==> config.mk <==
export PLATFORM = sky130hd
export DESIGN_NAME = uart_tx_arbiter
export DESIGN_NICKNAME = d
export VERILOG_FILES = /design/src/rtl/uart_tx_arbiter.sv
export SDC_FILE = /design/constraint.sdc
export NUM_CORES = 1
export LEC_CHECK = 0
export CAP_MARGIN = 20
export CORE_AREA = 2 2 79 81
export DETAILED_ROUTE_END_ITERATION = 8
export DIE_AREA = 0 0 81 83
export PLACE_DENSITY = 0.77
export SLEW_MARGIN = 10
export SYNTH_ARGS = -nofsm -noshare
export SYNTH_HDL_FRONTEND = slang
export SYNTH_SLANG_ARGS = --single-unit
==> constraint.sdc <==
create_clock -name clk_i -period 2.3 [get_ports clk_i]
set_input_delay 0.23 -clock clk_i [delete_from_list [all_inputs] [get_ports clk_i]]
set_output_delay 0.23 -clock clk_i [all_outputs]
set_load 0.03 [all_outputs]
==> src/rtl/uart_tx_arbiter.sv <==
// Round-robin arbiter sharing the UART TX FIFO write port among byte-stream requesters.
// A grant is locked for a whole frame (or MAX_BURST bytes) and writes are spaced by MIN_GAP.
module uart_tx_arbiter #(
  parameter int unsigned NUM_REQ   = 4,
  parameter int unsigned MAX_BURST = 16,
  parameter int unsigned MIN_GAP   = 20
) (
  input  logic                 clk_i,
  input  logic                 rst_i,
  input  logic                 tx_enable_i,
  input  logic                 tx_fifo_full_i,
  input  logic [NUM_REQ-1:0]   req_valid_i,
  input  logic [NUM_REQ*8-1:0] req_data_i,
  input  logic [NUM_REQ-1:0]   req_last_i,
  output logic [NUM_REQ-1:0]   req_ready_o,
  output logic [7:0]           wdata_o,
  output logic                 wdata_qe_o,
  output logic [NUM_REQ-1:0]   grant_o,
  output logic                 busy_o,
  output logic [15:0]          sent_count_o
);

  localparam int unsigned IdxW = (NUM_REQ > 1) ? $clog2(NUM_REQ) : 1;

  typedef enum logic [0:0] {StIdle, StLock} state_e;

  state_e             state_q;
  logic [NUM_REQ-1:0] grant_q;
  logic [IdxW-1:0]    owner_q;
  logic [IdxW-1:0]    last_grant_q;
  logic [7:0]         burst_cnt_q;
  logic [7:0]         gap_cnt_q;
  logic [7:0]         wdata_q;
  logic               wdata_qe_q;
  logic               busy_q;
  logic [15:0]        sent_count_q;

  logic [IdxW-1:0]    pick_idx;
  logic               pick_found;
  logic [7:0]         owner_data;
  logic               owner_last;
  logic               accept_ok;
  logic               handshake;
  logic               release_grant;

  // Scan starts one past the previous owner so every requester gets a turn.
  always_comb begin
    logic [IdxW-1:0] cand;
    pick_found = 1'b0;
    pick_idx   = '0;
    cand       = '0;
    for (int unsigned i = 1; i <= NUM_REQ; i++) begin
      cand = IdxW'((32'(last_grant_q) + i) % NUM_REQ);
      if (!pick_found && req_valid_i[cand]) begin
        pick_found = 1'b1;
        pick_idx   = cand;
      end
    end
  end

  always_comb begin
    owner_data = '0;
    owner_last = 1'b0;
    for (int unsigned k = 0; k < NUM_REQ; k++) begin
      if (owner_q == IdxW'(k)) begin
        owner_data = req_data_i[8*k +: 8];
        owner_last = req_last_i[k];
      end
    end
  end

  // Gated by reset so no byte is taken from a requester in the reset cycle.
  assign accept_ok = ~rst_i & (state_q == StLock) & tx_enable_i & ~tx_fifo_full_i &
                     (gap_cnt_q == 8'd0);
  assign req_ready_o   = accept_ok ? grant_q : '0;
  assign handshake     = |(req_valid_i & req_ready_o);
  assign release_grant = handshake & (owner_last | (burst_cnt_q == 8'(MAX_BURST - 1)));

  always_ff @(posedge clk_i) begin
    if (rst_i) begin
      state_q      <= StIdle;
      grant_q      <= '0;
      owner_q      <= '0;
      last_grant_q <= IdxW'(NUM_REQ - 1);
      burst_cnt_q  <= '0;
      gap_cnt_q    <= '0;
      wdata_q      <= '0;
      wdata_qe_q   <= 1'b0;
      busy_q       <= 1'b0;
      sent_count_q <= '0;
    end else begin
      wdata_qe_q <= handshake;
      if (handshake) begin
        wdata_q      <= owner_data;
        sent_count_q <= sent_count_q + 16'd1;
        gap_cnt_q    <= 8'(MIN_GAP);
        burst_cnt_q  <= burst_cnt_q + 8'd1;
      end else if (gap_cnt_q != 8'd0) begin
        gap_cnt_q <= gap_cnt_q - 8'd1;
      end

      unique case (state_q)
        StIdle: begin
          if (pick_found) begin
            state_q     <= StLock;
            owner_q     <= pick_idx;
            grant_q     <= NUM_REQ'(1) << pick_idx;
            busy_q      <= 1'b1;
            burst_cnt_q <= '0;
          end
        end
        StLock: begin
          if (release_grant) begin
            state_q      <= StIdle;
            grant_q      <= '0;
            busy_q       <= 1'b0;
            last_grant_q <= owner_q;
          end
        end
        default: state_q <= StIdle;
      endcase
    end
  end

  assign wdata_o      = wdata_q;
  assign wdata_qe_o   = wdata_qe_q;
  assign grant_o      = grant_q;
  assign busy_o       = busy_q;
  assign sent_count_o = sent_count_q;

endmodule

==> summary.txt <==
Clocking
  • CTS Root Cell: clkbuf_8
  • Clk sinks: 51
  • Clk pin slew, worst setup/hold paths: 0.09 ns
  • Clock Path Buffers: 2
  • Post-CTS Resized: 0
  • Num CTS Buffers: 5
  • CTS tree: built
  • H-tree depth: 2
  • Clk Latency, worst-skew pair: 0.30 ns

Final layout
  • Final core occ: slightly above 60%
  • Ant diodes: 0
  • NumNets Final: between 400 and 500
  • Share of cells above drive strength 1: 12.53%
  • P&R area growth vs syn: 36.42%
  • Filler Cell Count: around 540

Critical path
  • Crit-path max cell delay: about 0.51 ns
  • Worst reg2reg endpoint: sent_count_o[12]
  • Setup crit end: req_ready_o[2]
  • CP cell instances: inv_1, ha_1, or3b_2, nor2_4, and3_1, buf_4
  • CP max FO: 6
  • Worst Path Required: 2.07 ns
  • CP startpoint kind: flop
  • CP max stage cell: or3b_2
  • Critical path type: flop to primary output
  • Reg-to-reg critical path startpoint: gap_cnt_q[0]
  • Critical Path Start: gap_cnt_q[0]
  • Crit. End Element: primary output
  • Crit path DAT: about 2.0 ns
  • Reg2reg setup slack: approximately 0.27 ns
  • R2R depth: 7

Drt
  • WL final: 6210 um
  • DR vias: 2,507
  • DRC viols: 0
  • Via-per-instance ratio: 5.672
  • Met1 WL: 2738 um
  • Met3 wire len: 436 um
  • Iteration-0 DRC Markers: 141
  • Highest Signal Layer: met4
  • First-pass DRT Iterations: 4
  • DRT antenna net count: 0
  • Met2 routed WL: between 2000 and 3000 um
  • DR WL/cell: 14.05 um

Yosys
  • Mapped cell area: 2649 um^2
  • Async set or reset register ratio after synthesis: 0%
  • Post-Synthesis Net Count: 331
  • Top-area cell type share of the netlist area: 38.55%
  • Yosys top cell by area: dfxtp_1
  • Seq/Total Area, Yosys: 38.55%
  • Synth Instances: 283
  • Seq cells post-synth: 51
  • Top cells by area, synth: dfxtp_1, mux4_2, nand2_1
  • Primary FF master, synth: dfxtp_1
  • Syn_area_per_cell: just over 9 um^2
  • Yosys cell types: 60
  • Syn. warnings: 0
  • Post-synth EDFFs: 0

Timing
  • Final Hold Vio Count: 0
  • Final cycle utilization of the critical path: 97.58%
  • # setup viols final: 0
  • Max Slew Vio Count: 0
  • Min cycle time layout: around 2.2 ns
  • Setup TNS Final: 0 ns
  • Rel. slew slack: 62.35%
  • Min Hold Slack: 0.4680 ns
  • Setup ws final: 0.05565 ns
  • Max Clock Skew: 0.007444 ns
  • Fmax: 0.4456 GHz
  • Slew @ Worst Pin: 0.5610 ns

Placed design
  • Gpl congestion: 0.8234
  • PortBufs: 77
  • Place WS: 0.2125 ns
  • DPL Wire Length: ~4700 um

Power and ir drop
  • P per Cell Area: 638.6 nW/um^2
  • Highest ir drop seen on vdd: between 0.0003 and 0.0004 V
  • Leakage power: roughly 1.2 nW
  • Tot Pwr: 2.308 mW

Die
  • Site Rows: 28
  • Placeable Area: between 5000 and 6000 um^2
  • Number of I/O pins: 78
  • Die width: a little over 80 um
  • Die area: a little under 7000 um^2
  • Die Y: 83 um
  • Initial Util: between 40% and 50%

GRT
  • Initial antenna violation count: 0
  • Number of global-route vias before repair: 2,386
  • Largest net degree at the start of global routing: 27
  • Grt ovf: 0
  • First-pass GRT wire length: just over 10,000 um
  • GRT Util Overall: a little under a fifth

Status
  • Status: finished, final reports clean

Min path
  • HP Class: flop to flop

Job
  • Max_cap viols: 0
[layer usage]
metal	GRT usage [%]	vias to the layer above
met2	30.88	87
met3	5.217	9
met5	0	-
li1	-	1252
met4	6.009	0
met1	23.93	1159
[metrics by stage]
| step | instance area (um^2) | std cells |
|---|---|---|
| 6_report | 3613 | 442 |
| 5_1_grt | 3613 | 442 |
| 4_1_cts | 3598 | 440 |
| 3_5_place_dp | 3517 | 432 |
| 3_3_place_gp | 3517 | 432 |
| 2_1_floorplan | 2649 | 283 |
[flip-flops by register name, summed over array words and instances (netlist names)]
| name | count |
|---|---|
| sent_count_o | 16 |
| burst_cnt_q | 8 |
| gap_cnt_q | 8 |
| wdata_o | 8 |
| grant_o | 4 |
| last_grant_q | 2 |
| owner_q | 2 |
| busy_o | 1 |
| state_q | 1 |
| wdata_qe_o | 1 |
[how the worst min path moves through the flow]
stage	startpoint	to	depth (start not counted)
final	wdata_o[1]	wdata_o[1]	2
after global routing	wdata_o[1]	wdata_o[1]	2
after CTS	wdata_o[4]	wdata_o[4]	2
after detailed placement	wdata_o[4]	wdata_o[4]	2
after global placement	wdata_o[5]	wdata_o[5]	2
after floorplan	req_valid_i[0]	grant_o[2]	2
[placed cells by master (no fill, tap or decap), types with 4 or more instances in the layout]
| master | synthesis | layout |
|---|---|---|
| inv_1 | 6 | 6 |
| nor2_1 | 11 | 11 |
| clkbuf_8 | 0 | 5 |
| a21oi_1 | 20 | 20 |
| and3_1 | 6 | 6 |
| o31ai_1 | 8 | 8 |
| nand2b_1 | 4 | 4 |
| or4_1 | 7 | 7 |
| or3_1 | 7 | 7 |
| dfxtp_1 | 51 | 51 |
| o21ai_0 | 21 | 21 |
| clkdlybuf4s50_1 | 0 | 73 |
| ha_1 | 4 | 4 |
| buf_4 | 0 | 18 |
| nand2_1 | 30 | 30 |
| o41ai_1 | 5 | 5 |
| xnor2_1 | 4 | 4 |
| o311ai_0 | 5 | 5 |
| nand4_1 | 5 | 5 |
| mux2i_1 | 4 | 4 |
| mux4_2 | 9 | 9 |
| nand3_1 | 8 | 8 |
[synthesized netlist by cell type, types with 5 or more instances]
| cell | n |
|---|---|
| clkbuf_1 | 8 |
| o21ai_0 | 21 |
| o41ai_1 | 5 |
| or4_1 | 7 |
| o311ai_0 | 5 |
| dfxtp_1 | 51 |
| nand4_1 | 5 |
| nand3_1 | 8 |
| nor2_1 | 11 |
| o31ai_1 | 8 |
| inv_1 | 6 |
| mux4_2 | 9 |
| or3_1 | 7 |
| and3_1 | 6 |
| nand2_1 | 30 |
| a21oi_1 | 20 |
[final cells by class]
type | count | area, um^2 | area share [%]
Inverter | 8 | 31.28 | 0.8656
Clock buffer | 7 | 76.32 | 2.112
Sequential cell | 51 | 1021 | 28.25
Clock inverter | 1 | 5.005 | 0.1385
Timing Repair Buffer | 91 | 865.8 | 23.96
Multi-Input combinational cell | 209 | 1520 | 42.07
Tap cell | 75 | 93.84 | 2.597
[worst max-delay path, delay by kind of cell, from the launching register on]
family | cells | cell delay (ns)
AND/OR/NAND/NOR | 3 | 0.88
flip-flops | 1 | 0.33
adder cells (fa/ha/maj) | 1 | 0.22
buffers and inverters | 2 | 0.28
[where the power goes]
part / leakage, nW / internal [mW] / switching (mW)
clock: 0.0422 / 0.214 / 0.279
sequential: 0.414 / 0.955 / 0.0895
combinational: 0.789 / 0.404 / 0.366
[cells by family (layout without fill, tap and decap cells)]
logic type / after synthesis / count (layout) / synth area share [%]
simple gates: 102 / 102 / 22.72
compound gates: 84 / 84 / 21.63
flops: 51 / 51 / 38.55
buf+inv: 23 / 107 / 4.062
mux: 13 / 13 / 9.164
xor+xnor: 6 / 6 / 1.984
fa+ha+maj: 4 / 4 / 1.890
[what timing repair did]
item,CTS,global route
hold buffers,0,0
endpoints found under the setup margin,0,4
endpoints found under the hold margin,0,0
setup buffers,0,2
Power figures use the tool's default switching activity.
